### config.mk
export PLATFORM = sky130hd
export DESIGN_NAME = uart_link_param
export DESIGN_NICKNAME = d
export VERILOG_FILES = /design/src/rtl/uart_link_param.sv
export SDC_FILE = /design/constraint.sdc
export NUM_CORES = 1
export LEC_CHECK = 0
export BUFFER_PORTS_ARGS = -buffer_cell sky130_fd_sc_hd__buf_2
export CAP_MARGIN = 20
export CORE_ASPECT_RATIO = 1.75
export CORE_MARGIN = 8
export CORE_UTILIZATION = 59
export CTS_CLUSTER_SIZE = 30
export DETAILED_ROUTE_END_ITERATION = 8
export PLACE_DENSITY = 0.89
export SLEW_MARGIN = 20
export SYNTH_ARGS = -nofsm -noshare
export SYNTH_HDL_FRONTEND = slang
export SYNTH_SLANG_ARGS = --single-unit
### constraint.sdc
create_clock -name clk -period 2.17 [get_ports clk]
set_input_delay 0.3255 -clock clk [delete_from_list [all_inputs] [get_ports clk]]
set_output_delay 0.3255 -clock clk [all_outputs]
set_load 0.03 [all_outputs]
### src/rtl/uart_link_param.sv
// uart_link_param: parametrised full-duplex UART link with internal loopback.
//
// A TX serialiser and an RX deserialiser built on the same bit timing. Each
// bit period is timed by its own down-counter that is reloaded explicitly
// when it reaches terminal count, so there is no free-running baud tick.
//
// Ports:
//   clk            system clock, rising edge
//   rst            asynchronous active-low reset
//   tx_data        word to transmit (captured on acceptance)
//   tx_valid       tx_data valid
//   tx_ready       TX idle, can accept a word
//   tx_busy        frame being shifted out (= !tx_ready)
//   txd            serial out, idles high; held high in loopback
//   rxd            serial in, asynchronous to clk
//   loopback       1 = RX fed from the internal TX stream
//   rx_data        last received word
//   rx_valid       one-cycle pulse, rx_data and flags valid
//   rx_parity_err  parity mismatch, qualified by rx_valid
//   rx_frame_err   a stop bit sampled low, qualified by rx_valid
//
// FSM states (shared encoding for TX and RX):
//   state   | meaning
//   S_IDLE  | TX: ready for a word / RX: waiting for line low
//   S_START | TX: driving start bit / RX: timing to start-bit centre
//   S_DATA  | data bits, LSB first
//   S_PAR   | parity bit (only entered when PARITY != 0)
//   S_STOP  | stop bit(s)
module uart_link_param #(
  parameter int DATA_W       = 8,
  parameter int CLKS_PER_BIT = 16,
  parameter int PARITY       = 0,
  parameter int STOP_BITS    = 1
) (
  input  logic              clk,
  input  logic              rst,
  input  logic [DATA_W-1:0] tx_data,
  input  logic              tx_valid,
  output logic              tx_ready,
  output logic              tx_busy,
  output logic              txd,
  input  logic              rxd,
  input  logic              loopback,
  output logic [DATA_W-1:0] rx_data,
  output logic              rx_valid,
  output logic              rx_parity_err,
  output logic              rx_frame_err
);

  localparam int CNT_W = $clog2(CLKS_PER_BIT);
  localparam int BIT_W = $clog2(DATA_W + 1);

  localparam logic [CNT_W-1:0] CNT_FULL  = CNT_W'(CLKS_PER_BIT - 1);
  localparam logic [CNT_W-1:0] CNT_HALF  = CNT_W'(CLKS_PER_BIT / 2 - 1);
  localparam logic [BIT_W-1:0] LAST_DATA = BIT_W'(DATA_W - 1);
  localparam logic [BIT_W-1:0] LAST_STOP = BIT_W'(STOP_BITS - 1);
  localparam bit               PAR_EN    = (PARITY != 0);
  localparam bit               PAR_ODD   = (PARITY == 2);

  typedef enum logic [2:0] {
    S_IDLE, S_START, S_DATA, S_PAR, S_STOP
  } state_e;

  // TX state
  state_e              tx_state_q, tx_state_d;
  logic [CNT_W-1:0]    tx_cnt_q,   tx_cnt_d;
  logic [BIT_W-1:0]    tx_bit_q,   tx_bit_d;
  logic [DATA_W-1:0]   tx_shift_q, tx_shift_d;
  logic                tx_par_q,   tx_par_d;
  logic                tx_line_q,  tx_line_d;

  // RX state
  logic                rx_sync1_q, rx_sync2_q;
  state_e              rx_state_q, rx_state_d;
  logic [CNT_W-1:0]    rx_cnt_q,   rx_cnt_d;
  logic [BIT_W-1:0]    rx_bit_q,   rx_bit_d;
  logic [DATA_W-1:0]   rx_shift_q, rx_shift_d;
  logic                rx_pacc_q,  rx_pacc_d;
  logic                rx_facc_q,  rx_facc_d;
  logic [DATA_W-1:0]   rx_data_q,  rx_data_d;
  logic                rx_valid_q, rx_valid_d;
  logic                rx_perr_q,  rx_perr_d;
  logic                rx_ferr_q,  rx_ferr_d;

  logic rx_src;
  logic rx_line;
  logic tx_tc;
  logic rx_tc;

  assign rx_src  = loopback ? tx_line_q : rxd;
  assign rx_line = rx_sync2_q;
  assign tx_tc   = (tx_cnt_q == '0);
  assign rx_tc   = (rx_cnt_q == '0);

  // State registers
  always_ff @(posedge clk or negedge rst) begin
    if (!rst) begin
      tx_state_q <= S_IDLE;
      tx_cnt_q   <= '0;
      tx_bit_q   <= '0;
      tx_shift_q <= '0;
      tx_par_q   <= 1'b0;
      tx_line_q  <= 1'b1;
      rx_sync1_q <= 1'b1;
      rx_sync2_q <= 1'b1;
      rx_state_q <= S_IDLE;
      rx_cnt_q   <= '0;
      rx_bit_q   <= '0;
      rx_shift_q <= '0;
      rx_pacc_q  <= 1'b0;
      rx_facc_q  <= 1'b0;
      rx_data_q  <= '0;
      rx_valid_q <= 1'b0;
      rx_perr_q  <= 1'b0;
      rx_ferr_q  <= 1'b0;
    end else begin
      tx_state_q <= tx_state_d;
      tx_cnt_q   <= tx_cnt_d;
      tx_bit_q   <= tx_bit_d;
      tx_shift_q <= tx_shift_d;
      tx_par_q   <= tx_par_d;
      tx_line_q  <= tx_line_d;
      rx_sync1_q <= rx_src;
      rx_sync2_q <= rx_sync1_q;
      rx_state_q <= rx_state_d;
      rx_cnt_q   <= rx_cnt_d;
      rx_bit_q   <= rx_bit_d;
      rx_shift_q <= rx_shift_d;
      rx_pacc_q  <= rx_pacc_d;
      rx_facc_q  <= rx_facc_d;
      rx_data_q  <= rx_data_d;
      rx_valid_q <= rx_valid_d;
      rx_perr_q  <= rx_perr_d;
      rx_ferr_q  <= rx_ferr_d;
    end
  end

  // TX next state. The serial line is registered, so each bit value is
  // computed one step ahead at the terminal count of the previous bit.
  always_comb begin
    tx_state_d = tx_state_q;
    tx_cnt_d   = tx_cnt_q;
    tx_bit_d   = tx_bit_q;
    tx_shift_d = tx_shift_q;
    tx_par_d   = tx_par_q;
    tx_line_d  = tx_line_q;

    if (tx_state_q != S_IDLE && !tx_tc) begin
      tx_cnt_d = tx_cnt_q - CNT_W'(1);
    end

    unique case (tx_state_q)
      S_IDLE: begin
        tx_line_d = 1'b1;
        if (tx_valid) begin
          tx_state_d = S_START;
          tx_cnt_d   = CNT_FULL;
          tx_shift_d = tx_data;
          tx_par_d   = (^tx_data) ^ PAR_ODD;
          tx_line_d  = 1'b0;
        end
      end
      S_START: begin
        if (tx_tc) begin
          tx_state_d = S_DATA;
          tx_cnt_d   = CNT_FULL;
          tx_bit_d   = '0;
          tx_line_d  = tx_shift_q[0];
        end
      end
      S_DATA: begin
        if (tx_tc) begin
          tx_cnt_d = CNT_FULL;
          if (tx_bit_q == LAST_DATA) begin
            tx_bit_d = '0;
            if (PAR_EN) begin
              tx_state_d = S_PAR;
              tx_line_d  = tx_par_q;
            end else begin
              tx_state_d = S_STOP;
              tx_line_d  = 1'b1;
            end
          end else begin
            tx_bit_d   = tx_bit_q + BIT_W'(1);
            tx_shift_d = tx_shift_q >> 1;
            tx_line_d  = tx_shift_q[1];
          end
        end
      end
      S_PAR: begin
        if (tx_tc) begin
          tx_state_d = S_STOP;
          tx_cnt_d   = CNT_FULL;
          tx_bit_d   = '0;
          tx_line_d  = 1'b1;
        end
      end
      S_STOP: begin
        if (tx_tc) begin
          tx_cnt_d  = CNT_FULL;
          tx_line_d = 1'b1;
          if (tx_bit_q == LAST_STOP) begin
            tx_state_d = S_IDLE;
            tx_bit_d   = '0;
          end else begin
            tx_bit_d = tx_bit_q + BIT_W'(1);
          end
        end
      end
      default: begin
        tx_state_d = S_IDLE;
        tx_line_d  = 1'b1;
      end
    endcase
  end

  // RX next state. The first reload is half a bit so that every later
  // terminal count lands on a bit centre.
  always_comb begin
    rx_state_d = rx_state_q;
    rx_cnt_d   = rx_cnt_q;
    rx_bit_d   = rx_bit_q;
    rx_shift_d = rx_shift_q;
    rx_pacc_d  = rx_pacc_q;
    rx_facc_d  = rx_facc_q;
    rx_data_d  = rx_data_q;
    rx_valid_d = 1'b0;
    rx_perr_d  = 1'b0;
    rx_ferr_d  = 1'b0;

    if (rx_state_q != S_IDLE && !rx_tc) begin
      rx_cnt_d = rx_cnt_q - CNT_W'(1);
    end

    unique case (rx_state_q)
      S_IDLE: begin
        if (!rx_line) begin
          rx_state_d = S_START;
          rx_cnt_d   = CNT_HALF;
          rx_bit_d   = '0;
          rx_pacc_d  = 1'b0;
          rx_facc_d  = 1'b0;
        end
      end
      S_START: begin
        if (rx_tc) begin
          rx_cnt_d = CNT_FULL;
          // Line back high at start-bit centre: glitch, not a frame.
          rx_state_d = rx_line ? S_IDLE : S_DATA;
        end
      end
      S_DATA: begin
        if (rx_tc) begin
          rx_cnt_d   = CNT_FULL;
          rx_shift_d = {rx_line, rx_shift_q[DATA_W-1:1]};
          if (rx_bit_q == LAST_DATA) begin
            rx_bit_d   = '0;
            rx_state_d = PAR_EN ? S_PAR : S_STOP;
          end else begin
            rx_bit_d = rx_bit_q + BIT_W'(1);
          end
        end
      end
      S_PAR: begin
        if (rx_tc) begin
          rx_cnt_d   = CNT_FULL;
          rx_pacc_d  = ((^rx_shift_q) ^ PAR_ODD) != rx_line;
          rx_state_d = S_STOP;
          rx_bit_d   = '0;
        end
      end
      S_STOP: begin
        if (rx_tc) begin
          rx_cnt_d = CNT_FULL;
          if (rx_bit_q == LAST_STOP) begin
            rx_state_d = S_IDLE;
            rx_bit_d   = '0;
            rx_valid_d = 1'b1;
            rx_data_d  = rx_shift_q;
            rx_perr_d  = rx_pacc_q;
            rx_ferr_d  = rx_facc_q | !rx_line;
          end else begin
            rx_bit_d  = rx_bit_q + BIT_W'(1);
            rx_facc_d = rx_facc_q | !rx_line;
          end
        end
      end
      default: rx_state_d = S_IDLE;
    endcase
  end

  // Outputs
  always_comb begin
    tx_ready      = (tx_state_q == S_IDLE);
    tx_busy       = (tx_state_q != S_IDLE);
    txd           = loopback ? 1'b1 : tx_line_q;
    rx_data       = rx_data_q;
    rx_valid      = rx_valid_q;
    rx_parity_err = rx_perr_q;
    rx_frame_err  = rx_ferr_q;
  end

endmodule

Word level (Yosys, flattened, before mapping)
Cells that the tools add are included.
W data, S select, Z words.
{ "word_totals": {"word_cells": 149, "reg_bits": 54, "in_bits": 13, "out_inout_bits": 14} }
{ "classes": {"bitwise": 1, "n_addsub": 4, "eq_ne": 29, "reduce_logical": 33, "muxes": 65} }
{ "op_table": {"columns": ["operator", "n"], "rows": [
  ["$mux W4", 17],
  ["$mux W3", 14],
  ["$ne A2 B2 Y1 const B", 16],
  ["$pmux W3 S5", 2],
  ["$mux W8", 3],
  ["$mux W1", 20],
  ["$logic_not A4 Y1", 4],
  ["$pmux W4 S2", 2],
  ["$pmux W4 S4", 1],
  ["$pmux W8 S2", 1],
  ["$reduce_and A7 Y1", 2],
  ["$eq A3 B2 Y1 const B", 4],
  ["$pmux W4 S3", 1],
  ["$reduce_and A4 Y1", 3],
  ["$reduce_and A3 Y1", 3],
  ["$reduce_bool A3 Y1", 3],
  ["$add A4 B1 Y4 const B", 2],
  ["$eq A4 B3 Y1 const B", 2],
  ["$reduce_or A4 Y1", 2],
  ["$reduce_xor A8 Y1", 1],
  ["$sub A4 B1 Y4 const B", 2],
  ["$eq A3 B1 Y1 const B", 2],
  ["$eq A3 B3 Y1 const B", 2],
  ["$logic_not A3 Y1", 2],
  ["13 further kinds", 21]
]} }

Longest topological paths before layout
Gate-level depths: netlist of the first run.
{ "depth": {"word_depth": 6, "depth_mapped": 7, "mapped_depth_nobuf": 6} }

Worst setup path before layout of the first run
Ideal clock, no wire load.
{ "synth_path": {"path_type": "register to register", "start": "register rx_cnt_q[0]", "end": "register rx_shift_q[0]", "synth_period_minus_slack_ps": 1963, "setup_ps": 125, "arrival_ps": 1839, "stages_incl_launch_ff": 7, "setup_slack_ps": 207, "cell_sequence": "dfrtp_1 inv_1 ha_1 or3b_4 buf_6 nor3_4 mux2_2"} }
{ "synth_between": {"elab_chain_cells": 2} }
{ "synth_lines": {"columns": ["item", "line_no", "text"], "rows": [
  ["start: declaration", "75", "logic [CNT_W-1:0] rx_cnt_q, rx_cnt_d;"],
  ["start signal: assignment", "126", "rx_cnt_q <= rx_cnt_d;"],
  ["$logic_not A4 Y1", "93", "assign rx_tc = (rx_cnt_q == '0);"],
  ["$reduce_and A2 Y1 (no source line)", null, null],
  ["end signal: assignment", "128", "rx_shift_q <= rx_shift_d;"],
  ["end: declaration", "77", "logic [DATA_W-1:0] rx_shift_q, rx_shift_d;"]
]} }
No other way between the ends.
A chain may end at the register's enable or synchronous reset.

Worst setup path in the final report of the first run
{ "layout_path": {"start": "register rx_cnt_q[0]", "end": "register rx_shift_q[6]"} }
Same word-level chain as after synthesis.

==> impl_metrics.env, run 1 <==
export IMPL_worst_path_max_fanout=11
export IMPL_ant_nets=0
export IMPL_place_congestion=0.873
export IMPL_irDropWorstVdd_mv=0.850
export IMPL_end_kind="register"
export IMPL_portBuffers=26
export IMPL_rows=33
export IMPL_final_util=0.677
export IMPL_drc=0
export IMPL_cap_violations=0
export IMPL_wire_per_inst_um=15.4
export IMPL_r2r_cells=5
export IMPL_syn_avg_cell_area_um2=11.0
export IMPL_timing_rr_end="rx_shift_q[6]"
export IMPL_n_antenna_cell=0
export IMPL_hold_class="in2async"
export IMPL_relSlewSlack=0.650
export IMPL_ys_ff_latch=54
export IMPL_p_per_area_mw_per_mm2=1180
export IMPL_drtIter0Drc=86
export IMPL_whs_ns=-0.0141
export IMPL_yosys_area_top_type_share=0.445
export IMPL_p_leak_nw=1.47
export IMPL_syn_to_final_growth_pct=10.9
export IMPL_place_ws_ns=0.0994
export IMPL_cts_tree="built"
export IMPL_synth_top_flop_cell="dfrtp_1"
export IMPL_violations="negative hold slack"
export IMPL_drive_above_1_share=0.311
export IMPL_dp_cells=337
export IMPL_ios=27
export IMPL_dieArea_mm2=0.00744
export IMPL_hpwl_mm=4.05
export IMPL_worst_slack_ns=0.135
export IMPL_synthAdderAreaFrac=0.0262
export IMPL_critical_path_required_ns=2.36
export IMPL_fin_setup_tns_ns=0
export IMPL_skew_ns=0.00457
export IMPL_yosys_area_top_type="dfrtp_1"
export IMPL_num_vias=2075
export IMPL_grt_setup_unrepaired="false"
export IMPL_clk_latency_ns=0.30
export IMPL_period_needed_ns=2.04
export IMPL_setup_viol=0
export IMPL_final_cells=345
export IMPL_yosysWarnings=0
export IMPL_seqPwrFrac=0.432
export IMPL_min_period_over_period=0.938
export IMPL_grt_overflow=0
export IMPL_cts_sinks=54
export IMPL_synth_simple_area_share=0.161
export IMPL_finalMaxSlewViolations=0
export IMPL_critPathKind="reg2reg"
export IMPL_synth_top_family_by_area="simple AND/OR/NAND/NOR gates"
export IMPL_viasPerCell=6.01
export IMPL_final_cell_area_mm2=0.00318
export IMPL_worst_pin_slew_ns=0.525
export IMPL_root_buffer="clkbuf_8"
export IMPL_fmax_mhz=491
export IMPL_wirelength_mm=5.30
export IMPL_ys_seq_area_frac=0.472
export IMPL_synth_edf_count=0
export IMPL_yosys_mux_area_fraction=0.139
export IMPL_async_reset_ff_frac=1.00
export IMPL_p_int_mw=2.32
export IMPL_p_comb_frac=0.418
export IMPL_grt_usage=0.157
export IMPL_place_area_mm2=0.00309
export IMPL_ys_top_cells_by_area="dfrtp_1 (44%), mux2_2 (13%), dfstp_2 (2.7%), ha_1 (2.6%), inv_1 (2.5%)"
export IMPL_die_w_um=68.7
export IMPL_syn_inst=260
export IMPL_hold_violations=18
export IMPL_r2r_start="rx_cnt_q[0]"
export IMPL_cts_made_buffers=5
export IMPL_swShare=0.381
export IMPL_clockPowerShare=0.150
export IMPL_start_kind="register"
export IMPL_num_fill_cells=346
export IMPL_coreArea_mm2=0.00471
export IMPL_chipHeight_um=108
export IMPL_cp_arrival_ns=2.23
export IMPL_synth_compound_area_frac=0.122
export IMPL_netSwitchingPower_mw=1.43
export IMPL_status="finished, violations left"
export IMPL_drt_pass1_iter_count=4
export IMPL_antenna_found_initial=0
export IMPL_path_clk_slew_ns=0.10
export IMPL_power_mw=3.75
export IMPL_r2r_setup_slack_ns=0.13
export IMPL_grt_pass1_wl_mm=9.28
export IMPL_grt_max_degree=34
export IMPL_ctsHtreeMaxLevel=2
export IMPL_start_util=0.610
export IMPL_postSynthNetCount=279
export IMPL_finalNetCount=311
export IMPL_critPathLaunch="rx_cnt_q[0]"
export IMPL_ys_types=60
export IMPL_synth_area_mm2=0.00287
export IMPL_max_clock_path_buffers=2
export IMPL_first_global_vias=2166
export IMPL_synth_xor_area_frac=0.0353
[layer usage]
metal | part of all wire | vias up | track usage
met5 | 0 | - | 0
met3 | 0.034 | 7 | 0.0217
met4 | 0.017 | 0 | 0.0635
li1 | - | 1000 | -
met2 | 0.56 | 49 | 0.289
met1 | 0.39 | 1019 | 0.168
[cell usage after synthesis (all sizes together) (2+ instances only)]
cell type,n
nor2b,4
inv,19
nand4,4
mux2,32
a21oi,12
o31ai,2
o2111ai,2
or2,4
o211ai,3
clkbuf,5
or3,3
nor3,8
nor2,10
or3b,2
ha,6
buf,4
nand2,6
o22a,2
nand2b,4
dfstp,3
o21a,3
nor4,4
nand3b,4
nand3,8
nor3b,5
a31oi,3
dfrtp,51
mux2i,4
xor2,2
xnor2,7
o21ai,14
and2,2
[worst max-delay path, cell delays in order (launching register included)]
cell and delay (ns):
dfrtp_1 0.39, inv_1 0.09, ha_1 0.24, or3b_4 0.49, nor3_4 0.34, mux2_2 0.38
[layout by cell type, fill, tap and decap left out, types with 5 or more instances in the layout]
cell	count
buf_2	26
ha_1	6
dfrtp_1	51
nand2_1	6
o21ai_0	13
xnor2_1	7
buf_4	7
nand3_1	8
nor3_1	5
a21oi_1	12
inv_1	19
nor2_1	10
mux2_2	32
clkbuf_8	5
[power groups by stage]
stage	sequential [mW]	clock (mW)	combinational (mW)
after floorplan	1.49	0	1.35
after global placement	1.61	0	1.51
after detailed placement	1.63	0	1.57
after CTS	1.61	0.585	1.57
after global routing	1.67	0.623	1.76
final	1.62	0.563	1.56
[worst max-delay path by stage]
stage | endpoint | slack (ns) | depth (start not counted)
6_report | rx_shift_q[6] | 0.13 | 5
5_1_grt | rx_shift_q[6] | 0.01 | 5
4_1_cts | rx_shift_q[6] | 0.08 | 5
3_5_place_dp | rx_shift_q[5] | 0.1 | 5
3_3_place_gp | rx_shift_q[2] | 0.17 | 5
2_1_floorplan | rx_shift_q[0] | 0.21 | 6
[cell type report]
type / count / area (um^2) / share of cell area
clock buffer: 5 / 68.8 / 0.0216
clock inverter: 3 / 25.0 / 0.00786
inverter: 19 / 71.3 / 0.0224
multi-input combinational: 178 / 1400 / 0.439
sequential: 54 / 1360 / 0.426
tap: 52 / 65.1 / 0.0204
timing repair buffer: 34 / 203 / 0.0637
[what timing repair did]
| action | 4_1_cts | 5_1_grt |
|---|---|---|
| hold buffers | 0 | 0 |
| endpoints found under the setup margin | 0 | 9 |
| setup buffers | 0 | 0 |
| gates resized for setup | 0 | 1 |
[logic make-up after synthesis]
family | Yosys count
flip-flops | 54
XOR/XNOR | 10
adder cells (fa/ha/maj) | 6
AND/OR/NAND/NOR | 72
buffers and inverters | 28
AO/OA/AOI/OAI | 54
multiplexers | 36
[state kept, by name, summed over array words and instances (netlist names)]
register,flops
rx_sync1_q,1
tx_shift_q,8
rx_line,1
rx_bit_q,4
rx_pacc_q,1
rx_state_q,3
rx_cnt_q,4
tx_state_q,3
rx_valid,1
tx_cnt_q,4
rx_facc_q,1
rx_shift_q,8
tx_line_q,1
rx_parity_err,1
rx_data,8
tx_bit_q,4
rx_frame_err,1
Note: power is estimated with default switching activity, not from simulation.
==> run 2: changes to the inputs <==
- BUFFER_PORTS_ARGS: -buffer_cell sky130_fd_sc_hd__buf_2 -> -buffer_cell sky130_fd_sc_hd__buf_4
==> run 2 against run 1 <==
Compared with the run above: the flow now finishes without violations; clock skew fell by 0.00067 ns; via count rose by 2.2%; global-route usage rose by 0.81 points; sequential power barely moved; combinational power rose by 5%; final area rose by 1.7%; wire length rose by 5.8%; sequential share of layout area fell by 0.69 points; utilization rose by 1.1 points; cell count did not move; clock power rose by 4%.
==> impl_metrics.env, run 2 (synthesis gave the netlist of run 1 again) <==
export IMPL_status="complete, no violations"
export IMPL_crit_chain="inv_1, ha_1, or3b_4, nor3_4, mux2_2"
export IMPL_grt_usage=0.165
export IMPL_num_vias=2121
export IMPL_start_util=0.610
export IMPL_hpwl_mm=4.21
export IMPL_final_cell_area_mm2=0.00324
export IMPL_final_cell_mix="dfrtp_1 (51), buf_4 (34), mux2_2 (32), inv_1 (19), o21ai_0 (13)"
export IMPL_rows=33
export IMPL_cts_tree="built"
export IMPL_finalNetCount=311
export IMPL_path_clk_slew_ns=0.10
export IMPL_irDropWorstVdd_mv=1.02
export IMPL_end_kind="register"
export IMPL_place_area_mm2=0.00314
export IMPL_skew_ns=0.00390
export IMPL_drc=0
export IMPL_fmax_mhz=492
export IMPL_cts_made_buffers=5
export IMPL_root_buffer="clkbuf_8"
export IMPL_hold_violations=0
export IMPL_coreArea_mm2=0.00471
export IMPL_final_util=0.688
export IMPL_slowest_stage="or3b_4"
export IMPL_relSlewSlack=0.557
export IMPL_worst_pin_slew_ns=0.665
export IMPL_drt_pass1_iter_count=4
export IMPL_post_cts_buffers=0
export IMPL_dp_cells=337
export IMPL_place_congestion=0.876
export IMPL_whs_ns=0.0393
export IMPL_grt_overflow=0
export IMPL_syn_to_final_growth_pct=12.8
export IMPL_drive_above_1_share=0.311
export IMPL_cp_arrival_ns=2.24
export IMPL_chipHeight_um=108
export IMPL_fin_setup_tns_ns=0
export IMPL_p_per_area_mw_per_mm2=1180
export IMPL_finalMaxSlewViolations=0
export IMPL_worst_slack_ns=0.136
export IMPL_setup_viol=0
export IMPL_cts_hold_fix_buffers=0
export IMPL_p_leak_nw=1.48
export IMPL_grt_setup_unrepaired="false"
export IMPL_path_buf_inv=1
export IMPL_final_common_cell="dfrtp_1"
export IMPL_drtIter0Drc=75
export IMPL_max_clock_path_buffers=2
export IMPL_swShare=0.384
export IMPL_ctsHtreeMaxLevel=2
export IMPL_cts_sinks=54
export IMPL_ant_nets=0
export IMPL_first_global_vias=2242
export IMPL_min_period_over_period=0.937
export IMPL_grt_max_degree=55
export IMPL_critPathMaxStageDelay_ns=0.49
export IMPL_p_comb_frac=0.430
export IMPL_antenna_found_initial=0
export IMPL_wire_per_inst_um=16.3
export IMPL_period_needed_ns=2.03
export IMPL_ios=27
export IMPL_cp_top_family="simple AND/OR/NAND/NOR gates"
export IMPL_clk_latency_ns=0.31
export IMPL_n_antenna_cell=0
export IMPL_viasPerCell=6.15
export IMPL_die_w_um=68.7
export IMPL_dieArea_mm2=0.00744
export IMPL_seqPwrFrac=0.418
export IMPL_start_kind="register"
export IMPL_netSwitchingPower_mw=1.46
export IMPL_place_ws_ns=0.0923
export IMPL_portBuffers=26
export IMPL_final_cells=345
export IMPL_grt_pass1_wl_mm=9.58
export IMPL_power_mw=3.82
export IMPL_critical_path_required_ns=2.38
export IMPL_critPathKind="reg2reg"
export IMPL_worst_path_max_fanout=11
export IMPL_clockPowerShare=0.153
export IMPL_cap_violations=0
export IMPL_p_int_mw=2.35
export IMPL_wirelength_mm=5.61
export IMPL_hold_class="in2async"
run 2: worst paths after layout:
path	slack, ns	start	to	depth (start not counted)
max	0.14	rx_cnt_q[0]	rx_shift_q[0]	5
min	0.04	rst	rx_bit_q[2]	1
max reg2reg	0.14	rx_cnt_q[0]	rx_shift_q[0]	5
min reg2reg	0.37	rx_sync1_q	rx_line	0
max in group asynchronous	1.70	rst	rx_data[1]	1
min in group clk	0.25	tx_data[7]	tx_shift_q[7]	3
run 2: layout make-up:
class	count	area, um^2
Inverter	19	71.3
Clock buffer	5	68.8
Timing Repair Buffer	34	255
Multi-Input combinational cell	178	1400
Tap cell	52	65.1
Clock inverter	3	25.0
Fill cell	375	1470
Sequential cell	54	1360
run 2: what timing repair did:
item,in CTS,in global routing
resized for setup,0,1
endpoints found under the hold margin,0,0
setup endpoints to repair,0,9
run 2: power by group through the flow:
stage / logic [mW] / registers [mW] / clock network [mW]
2_1_floorplan: 1.35 / 1.49 / 0
3_3_place_gp: 1.56 / 1.59 / 0
3_5_place_dp: 1.64 / 1.61 / 0
4_1_cts: 1.65 / 1.59 / 0.603
5_1_grt: 1.82 / 1.64 / 0.636
6_report: 1.64 / 1.59 / 0.583
run 2: metal layers:
layer / track usage / part of all wire
met1: 0.165 / 0.38
met2: 0.298 / 0.55
met3: 0.0280 / 0.036
met4: 0.0996 / 0.033
met5: 0 / 0
